--- src/rtl/ram_burst_init.sv ---
// Burst sequencer that turns one address/length command into a run of
// single-word RAM writes or reads, returning read data one cycle later.
module ram_burst_init #(
    parameter int CAddrLen = 13,
    parameter int CDataLen = 128,
    parameter int CLenLen  = 8
) (
    input  logic                AClkH,
    input  logic                AResetHN,
    input  logic                AClkHEn,
    input  logic [CAddrLen-1:0] ACmdAddr,
    input  logic [CLenLen-1:0]  ACmdLen,
    input  logic                ACmdWr,
    input  logic                ACmdVld,
    output logic                ACmdRdy,
    input  logic [CDataLen-1:0] AWrData,
    input  logic                AWrVld,
    output logic                AWrRdy,
    output logic [CDataLen-1:0] ARdData,
    output logic                ARdVld,
    output logic [CAddrLen-1:0] ARamAddr,
    output logic [CDataLen-1:0] ARamMosi,
    input  logic [CDataLen-1:0] ARamMiso,
    output logic                ARamWrEn,
    output logic                ARamRdEn,
    output logic                ABusy
);

    typedef enum logic [1:0] {
        IDLE = 2'd0,
        WR   = 2'd1,
        RD   = 2'd2
    } state_t;

    state_t              r_state;
    logic [CAddrLen-1:0] r_addr;
    logic [CLenLen-1:0]  r_cnt;
    logic                r_rd_pend;

    logic w_cmd_rdy;
    logic w_wr_beat;
    logic w_rd_beat;
    logic w_last;

    // Holding off new commands while read data is in flight keeps a
    // following write from overlapping the final returned word.
    assign w_cmd_rdy = (r_state == IDLE) && !r_rd_pend;
    assign w_wr_beat = (r_state == WR) && AWrVld && AClkHEn;
    assign w_rd_beat = (r_state == RD) && AClkHEn;
    assign w_last    = (r_cnt == '0);

    always_ff @(posedge AClkH or negedge AResetHN) begin
        if (!AResetHN) begin
            r_state   <= IDLE;
            r_addr    <= '0;
            r_cnt     <= '0;
            r_rd_pend <= 1'b0;
        end else if (AClkHEn) begin
            r_rd_pend <= w_rd_beat;
            if (r_state == IDLE) begin
                if (ACmdVld && w_cmd_rdy) begin
                    r_addr  <= ACmdAddr;
                    r_cnt   <= ACmdLen;
                    r_state <= ACmdWr ? WR : RD;
                end
            end else if (w_wr_beat || w_rd_beat) begin
                r_addr <= r_addr + CAddrLen'(1);
                r_cnt  <= r_cnt - CLenLen'(1);
                if (w_last) begin
                    r_state <= IDLE;
                end
            end
        end
    end

    assign ACmdRdy  = w_cmd_rdy;
    assign AWrRdy   = (r_state == WR);
    assign ARamWrEn = w_wr_beat;
    assign ARamRdEn = w_rd_beat;
    assign ARamAddr = r_addr;
    assign ARamMosi = w_wr_beat ? AWrData : '0;
    assign ARdVld   = r_rd_pend;
    assign ARdData  = r_rd_pend ? ARamMiso : '0;
    assign ABusy    = (r_state != IDLE) || r_rd_pend;

endmodule

--- config.mk ---
export PLATFORM = sky130hd
export DESIGN_NAME = ram_burst_init
export DESIGN_NICKNAME = d
export VERILOG_FILES = /design/src/rtl/ram_burst_init.sv
export SDC_FILE = /design/constraint.sdc
export NUM_CORES = 1
export LEC_CHECK = 0
export ABC_CLOCK_PERIOD_IN_PS = 2500
export CORE_AREA = 5 5 214 216
export DETAILED_ROUTE_END_ITERATION = 12
export DIE_AREA = 0 0 219 221
export PLACE_DENSITY = 0.4
export SETUP_SLACK_MARGIN = 0.2
export SLEW_MARGIN = 0
export SYNTH_ARGS = -nofsm -noshare
export SYNTH_HDL_FRONTEND = slang
export SYNTH_SLANG_ARGS = --single-unit
export TNS_END_PERCENT = 10
--- constraint.sdc ---
create_clock -name AClkH -period 2.5 [get_ports AClkH]
set_clock_uncertainty 0.2 [all_clocks]
set_input_delay 0.25 -clock AClkH [delete_from_list [all_inputs] [get_ports AClkH]]
set_output_delay 0.25 -clock AClkH [all_outputs]
set_load 0.03 [all_outputs]
== Word-level counts from Yosys, hierarchy flattened ==
Index checks and enable logic that the tools add are counted.

* Flip-flop bits (word level): 24
* Input bits: 283
* Output and inout port bits: 275
* Word-level logic and storage cells: 37

* $add $sub $neg: 2
* Eq/ne operators: 3
* Muxes and demuxes: 13
* Reduce and logical (&&, ||, !) cells: 15

{| class="wikitable"
|+ Operators by type and width
! operator !! number
|-
| $mux 128 || 2
|-
| $mux 13 || 3
|-
| $mux 8 || 3
|-
| $add 13x1->13 const B || 1
|-
| $mux 2 || 5
|-
| $logic_not 8->1 || 1
|-
| $sub 8x1->8 const B || 1
|-
| $reduce_bool 2->1 || 3
|-
| $logic_and 1x1->1 || 5
|-
| $reduce_and 4->1 || 1
|-
| $reduce_and 3->1 || 1
|-
| $eq 2x1->1 const B || 1
|-
| $eq 2x2->1 const B || 1
|-
| $logic_not 2->1 || 1
|-
| $logic_or 1x1->1 || 2
|-
| $ne 2x1->1 const B || 1
|-
| $logic_not 1->1 || 1
|}

== Logic depth before layout (Yosys ltp) ==
* Depth in word-level cells: 6
* Mapped depth: 6
* Gate-level depth less buffers: 6

== Least setup slack after synthesis ==
No wires, ideal clock.

* Path kind: flip-flop to output port
* From: reg r_state[0]
* To: out ARamMosi[118]
* Arrival: 1.926 ns
* Required time: 2.050 ns
* Path slack: 0.124 ns
* Cell stages (with the launch flop): 6
* Buffers on the path: 1
* Cells stage by stage: dfrtp_1 > inv_1 > nor2_1 > and3_1 > clkbuf_1 > and2_1

* Cells in the longest elaborated chain, start to end: 4

{| class="wikitable"
|+ RTL lines
! element !! line !! source
|-
| from (decl) || 35 || <nowiki>state_t r_state;</nowiki>
|-
| from (signal assigned) || 64 || <nowiki>r_state <= ACmdWr ? WR : RD;</nowiki>
|-
| $eq 2x1->1 || n/a ||
|-
| net AWrRdy || 18 || <nowiki>output logic AWrRdy,</nowiki>
|-
| $logic_and 1x1->1 (2 in a row) || 48 || <nowiki>assign w_wr_beat = (r_state == WR) && AWrVld && AClkHEn;</nowiki>
|-
| net ARamWrEn || 24 || <nowiki>output logic ARamWrEn,</nowiki>
|-
| $mux 128 || 81 || <nowiki>assign ARamMosi = w_wr_beat ? AWrData : '0;</nowiki>
|-
| to (decl) || 22 || <nowiki>output logic [CDataLen-1:0] ARamMosi,</nowiki>
|}

The timed path passes the listed nets, and every way through them passes these cells.

== Worst setup path in the final report ==
* From: reg r_rd_pend (netlist: ARdVld)
* To: out ARdData[64]

* Cells in the longest elaborated chain, start to end: 1

{| class="wikitable"
|+ RTL lines
! element !! line !! source
|-
| from (decl) || 38 || <nowiki>logic r_rd_pend;</nowiki>
|-
| from (signal assigned) || 59 || <nowiki>r_rd_pend <= w_rd_beat;</nowiki>
|-
| $mux 128 || 83 || <nowiki>assign ARdData = r_rd_pend ? ARamMiso : '0;</nowiki>
|-
| to (decl) || 19 || <nowiki>output logic [CDataLen-1:0] ARdData,</nowiki>
|}

No other way between the ends.

==> impl_metrics.csv <==
group,metric,value,unit
routing,drcViolationCount,0,
synthesis,synthTopCellsByCount,"256 x and2_1, 24 x dfrtp_1, 18 x clkbuf_1",
synthesis,yosys_most_used_dff,"dfrtp_1",
sta,slew_viol_final,0,
final_layout,final_util,0.226,
synthesis,syn_area_per_cell,7.03,sq um
critical_path,reg2reg_from,"ARamAddr[0]",
critical_path,cpPeakStageDelay,0.69,ns
cts,clock_sinks,24,
critical_path,path_class,"reg -> out",
pwr,p_int,3300,uW
synthesis,async_flop_share,1.00,
critical_path,critPathLaunch,"ARdVld",
die,boundaryPins,558,
pwr,p_total,6900,uW
cts,clock_path_buffers,2,
sta,holdWs,0.155,ns
cts,htree_levels,1,
synthesis,synth_top_area_share,0.499,
routing,drtPass1Iterations,4,
placement,port-buffer-count,557,
synthesis,ys_warn_count,0,
pwr,p_clk_frac,0.070,
routing,via_per_inst,3.26,
pwr,swShare,0.522,
routing,drt_iter0_markers,199,
worst_hold_path,holdCritPathClass,"in -> async",
cts,cts-buffers-inserted,3,
job,drv_cap,0,
final_layout,drive_gt1_frac,0.168,
grt,grt_start_max_net_pins,68,
routing,detail_route.wl_per_cell,21.7,microns
synthesis,synth_area_leaders,"and2_1 50%, dfrtp_1 19%, a21oi_1 2.7%",
grt,grt_pass1_vias,5224,
critical_path,crit_slowest_cell,"clkdlybuf4s50_1",
grt,track_usage,0.131,
sta,setup_ws,0.185,ns
pwr,netSwitchingPower,3600,uW
die,start_util,0.0733,
cts,holdBufCountCts,0,
critical_path,path_cells,"buf_12, and2_1, clkdlybuf4s50_1",
critical_path,crit_path_max_fanout,67,
synthesis,synth-seq-cells,24,
pwr,p_per_area,698,nW/um^2
critical_path,start_kind,"register",
cts,clockRootBuffer,"clkbuf_16",
pwr,p_leak,0.00426,uW
cts,clock_latency,0.26,ns
synthesis,muxShareOfSynthArea,0.00624,
sta,slew_headroom,0.662,
sta,worst_pin_slew,0.503,ns
critical_path,cp.required,2.05,ns
routing,routed_wl,34600,microns
synthesis,synth.distinct_cells,44,
critical_path,reg2regPathDepth,5,
pwr,p_comb_frac,0.810,
sta,setup_tns,0,ns
critical_path,worstSetupEndpointType,"output port",
sta,period_minus_slack,2.31,ns
die,core_area,43700,sq um
placement,gp_congestion,0.825,
synthesis,synth-edff-count,0,
final_layout,area_growth,208,%
final_layout,nets,1278,
die,die_h,221,microns
sta,setup_violations,0,
synthesis,synth_compound_area_frac,0.136,
grt,grt_overflow_total,0,
synthesis,syn_nets,742,
routing,ant_nets,0,
sta,clock.fmax,0.432,GHz
synthesis,synth_area,3210,sq um
synthesis,synthCells,456,
routing,vias,5191,
die,die_w,219,microns
sta,rsz0062_at_grt,"true",
critical_path,r2r-end,"ARamAddr[12]",
placement,hpwl,31000,microns
grt,antenna_found_initial,22,
placement,post-place-ws,0.193,ns
grt,grt_first_pass_wirelength,45300,microns
critical_path,ff2ff_setup_slack,0.57,ns
sta,hold_violations,0,
synthesis,seq_area_frac_synth,0.187,
synthesis,synth_simple_gate_area_frac,0.594,
pwr,pwr-share-seq,0.120,
die,die_area,48400,sq um
critical_path,critPathArrivalTime,1.86,ns
synthesis,synth_top_family_by_area,"simple AND/OR/NAND/NOR gates",
synthesis,synth.most_common_cell,"and2_1",
die,rows,77,
sta,fin_crit_sh,0.926,
cts,cts_tree,"built",
pwr,ir_worst_vdd,0.502,mV
cts,clkTransAtPathRegs,0.07,ns
outcome,status,"complete, no violations",
synthesis,synthAdderAreaFrac,0.0117,
synthesis,synth-xor-area-share,0,
synthesis,yosysTopAreaCell,"and2_1",
==> power by group through the flow <==
stage                     clock network [uW]  logic [uW]  registers [uW]
after global routing                     509        5950             858
after detailed placement                   0        5720             829
final                                    480        5590             828
after CTS                                486        5720             828
after global placement                     0        5720             838
after floorplan                            0        2810             968
==> registers in the layout, summed over array words and instances, names as in the netlist <==
signal / cells
ARdVld: 1
r_state: 2
ARamAddr: 13
r_cnt: 8
==> what timing repair did <==
| item | CTS | global route |
|---|---|---|
| setup endpoints to repair | 121 | 172 |
| resized for setup | 11 | 17 |
| pin swaps | 1 | 0 |
| setup buffers | 1 | 0 |
==> layout by cell type, fill, tap and decap left out, types with 3 or more instances in the layout <==
cell type and count:
nor3_1 4, a21oi_1 17, clkdlybuf4s50_1 389, clkbuf_16 3, o22ai_1 3, nand2_1 15
inv_1 6, buf_12 51, and3_1 3, buf_4 102, o21ai_0 16, and2_1 256
nor2_1 14, a22oi_1 6, diode_2 8, nor3b_1 3, nor4_1 3, dlygate4sd2_1 11
dfrtp_1 23, nand3_1 8, dlymetal6s2s_1 17, ha_1 3, o2bb2ai_1 3
==> area by class of cell <==
type	instances	area, sq um
Fill cell	4843	33900
Timing Repair Buffer	570	5990
Multi-Input combinational cell	387	2410
Tap cell	592	741
Sequential cell	24	604
Clock buffer	3	75.1
Clock inverter	1	30.0
Inverter	6	22.5
Antenna cell	8	20.0
==> stage by stage <==
stage                     instances  cell area (sq um)
after CTS                      1583               9830
after global routing           1585               9870
after detailed placement       1578               9730
final                          1591               9890
after global placement         1578               9730
after floorplan                 456               3210
==> critical path: cells and delay by family (launching register included) <==
family	cells	cell delay, ns
buf+inv	2	0.90
flops	1	0.45
simple gates	1	0.18
==> routing by layer <==
metal / vias up / wire [microns] / GRT usage
li1: 2554 / - / -
met1: 2336 / 12200 / 0.141
met2: 255 / 17700 / 0.241
met3: 28 / 4030 / 0.0567
met4: 18 / 488 / 0.0209
met5: - / 124 / 0
==> cells by family after synthesis <==
family                     Yosys count
and+or+nand+nor                    317
AOI/OAI and AO/OA                   65
buffers and inverters               45
DFF                                 24
adders and majority gates            3
muxes                                2
==> worst max-delay path by stage <==
stage | end | slack, ns | depth (start not counted)
final | ARdData[64] | 0.19 | 3
after global routing | ARdData[124] | 0.11 | 3
after CTS | ARdData[74] | 0.14 | 3
after detailed placement | ARamMosi[92] | 0.19 | 5
after global placement | ARamMosi[92] | 0.27 | 5
after floorplan | ARamMosi[118] | 0.28 | 5
Note: power is estimated with default switching activity, not from simulation.
